<file path="config.mk">
export PLATFORM = sky130hd
export DESIGN_NAME = lsu_stage
export DESIGN_NICKNAME = d
export VERILOG_FILES = /design/src/rtl/core_package.sv /design/src/rtl/lsu_align.sv /design/src/rtl/lsu_stage.sv
export SDC_FILE = /design/constraint.sdc
export NUM_CORES = 1
export LEC_CHECK = 0
export CELL_PAD_IN_SITES_DETAIL_PLACEMENT = 1
export CELL_PAD_IN_SITES_GLOBAL_PLACEMENT = 2
export CORE_ASPECT_RATIO = 0.6
export CORE_MARGIN = 3
export CORE_UTILIZATION = 26
export CTS_CLUSTER_SIZE = 25
export DETAILED_ROUTE_END_ITERATION = 8
export PLACE_DENSITY = 0.82
export SYNTH_ARGS = -nofsm -noshare
export SYNTH_HDL_FRONTEND = slang
export SYNTH_HIERARCHICAL = 1
export SYNTH_SLANG_ARGS = --single-unit
</file>
<file path="constraint.sdc">
create_clock -name clk -period 4.2 [get_ports clk]
set_clock_uncertainty 0.1 [all_clocks]
set_input_delay 1.05 -clock clk [delete_from_list [all_inputs] [get_ports clk]]
set_output_delay 1.05 -clock clk [all_outputs]
set_load 0.05 [all_outputs]
</file>
<file path="src/rtl/core_package.sv">
`default_nettype none
// ============================================================================
//  Module  : core_package
//  Purpose : Shared types and constants for the load/store stage: opcode
//            classes, load/store funct3 encodings, LSU FSM states and the
//            misalignment/legality helper used at op acceptance.
//  Rev     : 1.0  initial release
// ============================================================================
package core_package;

    // Op class presented by the execute stage.
    typedef enum logic [1:0] {
        OPC_ALU   = 2'd0,
        OPC_LOAD  = 2'd1,
        OPC_STORE = 2'd2,
        OPC_OTHER = 2'd3
    } opcode_e;

    // Load funct3 encodings.
    localparam logic [2:0] c_F3_LB  = 3'b000;
    localparam logic [2:0] c_F3_LH  = 3'b001;
    localparam logic [2:0] c_F3_LW  = 3'b010;
    localparam logic [2:0] c_F3_LD  = 3'b011;
    localparam logic [2:0] c_F3_LBU = 3'b100;
    localparam logic [2:0] c_F3_LHU = 3'b101;
    localparam logic [2:0] c_F3_LWU = 3'b110;

    // Store funct3 encodings.
    localparam logic [2:0] c_F3_SB  = 3'b000;
    localparam logic [2:0] c_F3_SH  = 3'b001;
    localparam logic [2:0] c_F3_SW  = 3'b010;
    localparam logic [2:0] c_F3_SD  = 3'b011;

    // LSU FSM states.
    typedef enum logic [1:0] {
        ST_IDLE = 2'd0,
        ST_REQ  = 2'd1,
        ST_RESP = 2'd2,
        ST_HOLD = 2'd3
    } lsu_state_e;

    // Returns 1 when a memory op cannot be issued to the bus: either its
    // funct3 is not a legal width for this XLEN, or the address is not a
    // multiple of the access size. Illegal encodings are folded into the
    // misaligned exception so the pipeline has a single fault path.
    function automatic logic lsu_misaligned(
        input logic       is_store,
        input logic [2:0] funct3,
        input logic [2:0] addr_lo,
        input logic       is_64
    );
        logic legal;
        logic aligned;
        if (is_store) begin
            legal = !funct3[2] && (is_64 || (funct3 != c_F3_SD));
        end else begin
            legal = (funct3 != 3'b111) && (is_64 || ((funct3 != c_F3_LD) && (funct3 != c_F3_LWU)));
        end
        case (funct3[1:0])
            2'd0:    aligned = 1'b1;
            2'd1:    aligned = !addr_lo[0];
            2'd2:    aligned = (addr_lo[1:0] == 2'b00);
            default: aligned = (addr_lo == 3'b000);
        endcase
        return !(legal && aligned);
    endfunction

endpackage
`default_nettype wire

</file>
<file path="src/rtl/lsu_align.sv">
`default_nettype none
// ============================================================================
//  Module  : lsu_align
//  Purpose : Purely combinational byte-lane steering for the LSU.
//            Store side: byte enables and lane-replicated write data.
//            Load side : right-shift the bus word to the accessed lane and
//                        sign/zero-extend to XLEN.
//  Ports   : funct3      - width/sign select of the registered op
//            byte_off    - address mod NBYTES
//            store_data  - raw rs2 store data
//            load_word   - full bus read word
//            byte_en     - byte enables (size mask shifted by byte_off)
//            store_lanes - store data replicated across lanes
//            load_data   - extracted, extended load result
//  Rev     : 1.0  initial release
// ============================================================================
module lsu_align
    import core_package::*;
#(
    parameter int XLEN = 32
) (
    input  logic [2:0]                   funct3,
    input  logic [$clog2(XLEN/8)-1:0]    byte_off,
    input  logic [XLEN-1:0]              store_data,
    input  logic [XLEN-1:0]              load_word,
    output logic [XLEN/8-1:0]            byte_en,
    output logic [XLEN-1:0]              store_lanes,
    output logic [XLEN-1:0]              load_data
);

    localparam int NBYTES = XLEN / 8;

    logic [NBYTES-1:0] w_size_mask;
    logic [XLEN-1:0]   w_shifted;

    always_comb begin
        case (funct3[1:0])
            2'd0:    w_size_mask = NBYTES'(1);
            2'd1:    w_size_mask = NBYTES'(3);
            2'd2:    w_size_mask = NBYTES'(15);
            default: w_size_mask = '1;
        endcase
    end

    assign byte_en = w_size_mask << byte_off;

    // Replicating the datum over every lane of its size places it on the
    // enabled lanes for any aligned offset without a variable shifter.
    always_comb begin
        case (funct3[1:0])
            2'd0:    store_lanes = {NBYTES{store_data[7:0]}};
            2'd1:    store_lanes = {(NBYTES/2){store_data[15:0]}};
            2'd2:    store_lanes = {(NBYTES/4){store_data[31:0]}};
            default: store_lanes = store_data;
        endcase
    end

    assign w_shifted = load_word >> {byte_off, 3'b000};

    always_comb begin
        case (funct3)
            c_F3_LB:  load_data = XLEN'(signed'(w_shifted[7:0]));
            c_F3_LH:  load_data = XLEN'(signed'(w_shifted[15:0]));
            c_F3_LW:  load_data = XLEN'(signed'(w_shifted[31:0]));
            c_F3_LBU: load_data = XLEN'(w_shifted[7:0]);
            c_F3_LHU: load_data = XLEN'(w_shifted[15:0]);
            c_F3_LWU: load_data = XLEN'(w_shifted[31:0]);
            default:  load_data = w_shifted;
        endcase
    end

endmodule
`default_nettype wire

</file>
<file path="src/rtl/lsu_stage.sv">
`default_nettype none
// ============================================================================
//  Module  : lsu_stage
//  Purpose : Load/store pipeline stage between execute and writeback.
//            Non-memory ops pass through with one cycle of latency;
//            misaligned/illegal memory ops return an exception result
//            without touching the bus; aligned loads/stores issue one bus
//            request (held until grant) and, for loads, wait for rvalid.
//  Ports   : clk, reset                      - clock, sync active-high reset
//            in_valid_i/in_ready_o           - op handshake from execute
//            opcode_i, funct3_i, addr_i,
//            ex_data_i, rs2_data_i, rd_i     - op payload
//            mem_req_o/mem_gnt_i, mem_we_o,
//            mem_addr_o, mem_be_o,
//            mem_wdata_o                     - bus request channel
//            mem_rvalid_i, mem_rdata_i       - bus read response
//            out_valid_o/out_ready_i, data_o,
//            rd_o, misalign_o                - result to writeback
//  Rev     : 1.0  initial release
// ============================================================================
module lsu_stage
    import core_package::*;
#(
    parameter int XLEN = 32
) (
    input  logic                clk,
    input  logic                reset,
    input  logic                in_valid_i,
    output logic                in_ready_o,
    input  opcode_e             opcode_i,
    input  logic [2:0]          funct3_i,
    input  logic [XLEN-1:0]     addr_i,
    input  logic [XLEN-1:0]     ex_data_i,
    input  logic [XLEN-1:0]     rs2_data_i,
    input  logic [4:0]          rd_i,
    output logic                mem_req_o,
    input  logic                mem_gnt_i,
    output logic                mem_we_o,
    output logic [XLEN-1:0]     mem_addr_o,
    output logic [XLEN/8-1:0]   mem_be_o,
    output logic [XLEN-1:0]     mem_wdata_o,
    input  logic                mem_rvalid_i,
    input  logic [XLEN-1:0]     mem_rdata_i,
    output logic                out_valid_o,
    input  logic                out_ready_i,
    output logic [XLEN-1:0]     data_o,
    output logic [4:0]          rd_o,
    output logic                misalign_o
);

    localparam int NBYTES  = XLEN / 8;
    localparam int c_OFF_W = $clog2(NBYTES);

    lsu_state_e          r_state;
    lsu_state_e          w_state_next;
    opcode_e             r_opcode;
    logic [2:0]          r_funct3;
    logic [XLEN-1:0]     r_addr;
    logic [XLEN-1:0]     r_rs2;
    logic [XLEN-1:0]     r_data;
    logic [4:0]          r_rd;
    logic                r_misalign;

    logic                w_accept;
    logic                w_in_is_mem;
    logic                w_in_misaligned;
    logic [NBYTES-1:0]   w_be;
    logic [XLEN-1:0]     w_store_lanes;
    logic [XLEN-1:0]     w_load_data;

    assign w_in_is_mem     = (opcode_i == OPC_LOAD) || (opcode_i == OPC_STORE);
    assign w_in_misaligned = lsu_misaligned(opcode_i == OPC_STORE, funct3_i, addr_i[2:0], XLEN == 64);
    assign w_accept        = in_valid_i && in_ready_o;

    // ------------------------------------------------------------------
    // FSM
    // ------------------------------------------------------------------
    always_ff @(posedge clk) begin
        if (reset) begin
            r_state <= ST_IDLE;
        end else begin
            r_state <= w_state_next;
        end
    end

    always_comb begin
        w_state_next = r_state;
        in_ready_o   = 1'b0;
        mem_req_o    = 1'b0;
        out_valid_o  = 1'b0;
        case (r_state)
            ST_IDLE: begin
                in_ready_o = 1'b1;
            end
            ST_REQ: begin
                mem_req_o = 1'b1;
                if (mem_gnt_i) begin
                    w_state_next = (r_opcode == OPC_STORE) ? ST_HOLD : ST_RESP;
                end
            end
            ST_RESP: begin
                if (mem_rvalid_i) begin
                    w_state_next = ST_HOLD;
                end
            end
            ST_HOLD: begin
                out_valid_o = 1'b1;
                in_ready_o  = out_ready_i;
                if (out_ready_i) begin
                    w_state_next = ST_IDLE;
                end
            end
            default: begin
                w_state_next = ST_IDLE;
            end
        endcase
        // A new op overrides the drain-to-IDLE so HOLD can chain ops
        // back to back without a bubble.
        if (in_valid_i && in_ready_o) begin
            w_state_next = (!w_in_is_mem || w_in_misaligned) ? ST_HOLD : ST_REQ;
        end
    end

    // ------------------------------------------------------------------
    // Op and result registers
    // ------------------------------------------------------------------
    always_ff @(posedge clk) begin
        if (reset) begin
            r_opcode   <= OPC_ALU;
            r_funct3   <= 3'b000;
            r_addr     <= '0;
            r_rs2      <= '0;
            r_data     <= '0;
            r_rd       <= 5'd0;
            r_misalign <= 1'b0;
        end else if (w_accept) begin
            r_opcode <= opcode_i;
            r_funct3 <= funct3_i;
            r_addr   <= addr_i;
            r_rs2    <= rs2_data_i;
            r_rd     <= rd_i;
            if (!w_in_is_mem) begin
                r_data     <= ex_data_i;
                r_misalign <= 1'b0;
            end else if (w_in_misaligned) begin
                // Faulting address is reported as the result.
                r_data     <= addr_i;
                r_misalign <= 1'b1;
            end else begin
                // Stores have no result; loads overwrite on rvalid.
                r_data     <= '0;
                r_misalign <= 1'b0;
            end
        end else if ((r_state == ST_RESP) && mem_rvalid_i) begin
            r_data <= w_load_data;
        end
    end

    lsu_align #(
        .XLEN (XLEN)
    ) u_align (
        .funct3      (r_funct3),
        .byte_off    (r_addr[c_OFF_W-1:0]),
        .store_data  (r_rs2),
        .load_word   (mem_rdata_i),
        .byte_en     (w_be),
        .store_lanes (w_store_lanes),
        .load_data   (w_load_data)
    );

    // Address/data are driven straight from the op registers, which do not
    // change while in REQ, so they stay stable until the grant.
    assign mem_addr_o  = {r_addr[XLEN-1:c_OFF_W], {c_OFF_W{1'b0}}};
    assign mem_wdata_o = w_store_lanes;
    assign mem_we_o    = (r_state == ST_REQ) && (r_opcode == OPC_STORE);
    assign mem_be_o    = (r_state == ST_REQ) ? w_be : '0;

    assign data_o      = r_data;
    assign rd_o        = r_rd;
    assign misalign_o  = r_misalign;

endmodule
`default_nettype wire

</file>
==> impl_results.md <==
- Switching power: 2.92 mW
- Drt pass-1 iters: 4
- Area grow syn2layout: 41.9%
- Share of layout cells above drive strength 1: 0.119
- Syn Inst Count: 758
- Clk pwr share: 0.154
- Drt wl/cell: 20.0 µm
- DP HPWL: 18.7 mm
- Reg clk slew, reported paths: 0.07 ns
- Area of the multi-input gates: 0.00351 mm²
- EDFF count, synth: 0
- Detail Route Antenna Nets: 0
- CP Launch Type: register
- Clk_lat worst skew: 0.37 ns
- Logic pwr share: 0.592
- CTS tree: done
- Switching share of total power: 0.489
- Synth cell types: 44
- Hold Crit Class: reg2reg
- Worst Path Max Fanout: 9
- Yosys top cell by area: dfxtp_1
- Gp weighted congestion: 0.755
- Cts hold-fix bufs: 0
- Fin crit period: 3.62 ns
- Die Ht: 127 µm
- Gr usage total: 0.184
- Nature of the critical path endpoint: output port
- Global-route wire length before repair: 37.8 mm
- Drt via density: 4.78
- Design Area, Final: 0.00903 mm²
- Total Wirelength: 25.0 mm
- Max Cap Viol: 0
- Initial drt markers: 311
- Setup violations, final: 0
- Synth area leaders: dfxtp_1, nand2_1, a21oi_1
- Top FF cell, synth: dfxtp_1
- Worst EP arrival: 2.47 ns
- Pwr dens: 661 mW/mm²
- Post-CTS Resized: 0
- Clock Path Buffers: 2
- Rel. slew slack: 0.381
- Status: finished, final reports clean
- Sequential share of the synthesized area: 0.343
- Nets: 1076
- Setup TNS: 0 ns
- Final Hold Viols: 0
- Ys Warns: 6
- DIE WIDTH: 208 µm
- RSZ-0062 raised after global routing: no
- Total CTS buffers: 9
- Worst path required time: 3.05 ns
- Antenna violations before repair: 2
- Flops & latches, synth: 109
- # rows: 43
- Register area: 0.00218 mm²
- Highest Clock Rate: 276 MHz
- DR vias: 5966
- Core Region: 0.0236 mm²
- Internal: 3.05 mW
- Ys async rst share: 0
- DP Area: 0.00871 mm²
- Synth top area share: 0.343
- Pleak: 3.25 nW
- Clk sinks: 109
- Vias in the first global route: 6009
- DRC Markers: 0
- Mean Syn Cell Area: 8.39 µm²
- Max-slew violations: 0
- Largest net degree at the start of global routing: 69
- Post-CTS Setup Inserts: 0
- Buffers on Ports: 251
- Crit share post-route: 0.863
- Fill cells: 2770
- Worst-Margin Slew: 0.927 ns
- Post-Syn Area: 0.00636 mm²
- Initial Util: 0.270
- Reg power frac: 0.254
- Root Buffer: clkbuf_16
- DIE AREA: 0.0264 mm²
- Ports: 254
- Worst VDD drop: 0.000247 V
- WS Path Type: reg2out
- GRT overflow: 0
- H-tree depth: 3
per-stage QoR:
step	util	hold slack [ns]	cells	power [mW]	setup slack, ns
final	0.383	0.355	1249	5.97	0.577
after global routing	0.383	0.371	1247	6.34	0.476
after CTS	0.383	0.359	1247	6.05	0.558
after detailed placement	0.370	0.347	1231	5.11	0.816
after global placement	0.370	0.340	1231	5.07	0.841
after floorplan	-	0.333	759	4.08	1.15
routing by layer:
metal  vias up  routed length [µm]  global-route usage  part of all wire
met5         -                  32                   0            0.0013
met4         4                 146              0.0285            0.0058
met3        12                1710              0.0613             0.069
met2       161                9910               0.253              0.40
met1      2839               13200               0.280              0.53
li1       2950                   -                   -                 -
placed cells by master (no fill, tap or decap), drive strengths merged, types with 2 or more instances in the layout:
cell type      count
dfxtp            109
diode              2
nor2               9
inv                7
or2                8
a221oi            34
ha                 5
a311oi             2
nor4               2
a211oi             2
o211ai            16
buf               23
nand2            183
mux2i             55
conb               2
nor3b              2
o21ai             16
and2               5
a21oi            122
mux2              26
clkinv             2
nor2b              4
clkdlybuf4s50    240
nand3b            32
clkbuf            10
power groups by stage:
stage / sequential, mW / combinational (mW) / clock [mW]
after floorplan: 1.96 / 2.12 / 0
after global placement: 1.53 / 3.54 / 0
after detailed placement: 1.54 / 3.57 / 0
after CTS: 1.52 / 3.57 / 0.960
after global routing: 1.56 / 3.77 / 1.01
final: 1.52 / 3.53 / 0.920
critical path: stages (launching register included):
cell and delay, ns:
dfxtp_1 0.62, buf_4 0.29, mux2i_1 0.09, o21ai_0 0.25, clkdlybuf4s50_1 0.86
Yosys cell counts (all sizes together), types with 2 or more instances:
cell    instances
nor4            2
inv             5
nor2b           4
a21oi         122
a211oi          2
nand2         183
or2             8
mux2           26
nand3b         32
a311oi          2
buf            85
clkbuf         21
o211ai         16
nor3b           2
a221oi         34
o21ai          16
and2            5
nor2            9
ha              5
dfxtp         109
mux2i          55
registers in the layout, summed over array words and instances, names as in the netlist:
signal      flops
r_addr         32
rd_o            5
data_o         32
misalign_o      1
r_opcode        2
r_state         2
r_rs2          32
r_funct3        3
final cells by class:
| class | count | area share |
|---|---|---|
| clock inverters | 6 | 0.00762 |
| flip-flops and latches | 109 | 0.242 |
| diodes | 2 | 0.000554 |
| repair buffers | 263 | 0.289 |
| inverters | 5 | 0.00208 |
| well taps | 315 | 0.0437 |
| multi-input cells | 539 | 0.388 |
| clock buffers | 10 | 0.0265 |
path summary, 6_finish.rpt:
check,startpoint,endpoint,slack [ns],depth (start not counted)
worst max-delay path,r_funct3[0],mem_wdata_o[29],0.58,4
worst min-delay path,r_rs2[19],r_rs2[19],0.35,2
worst max register to register,r_funct3[0],data_o[30],1.54,7
worst min register to register,r_rs2[19],r_rs2[19],0.35,2
kinds of logic after synthesis:
group | Yosys count | synth area share
AO/OA/AOI/OAI | 200 | 0.223
AND/OR/NAND/NOR | 251 | 0.181
multiplexers | 81 | 0.133
buffers and inverters | 111 | 0.110
flip-flops | 109 | 0.343
other | 1 | 0.000590
adder cells (fa/ha/maj) | 5 | 0.00984
No activity file was read; power rests on OpenSTA's default activity.
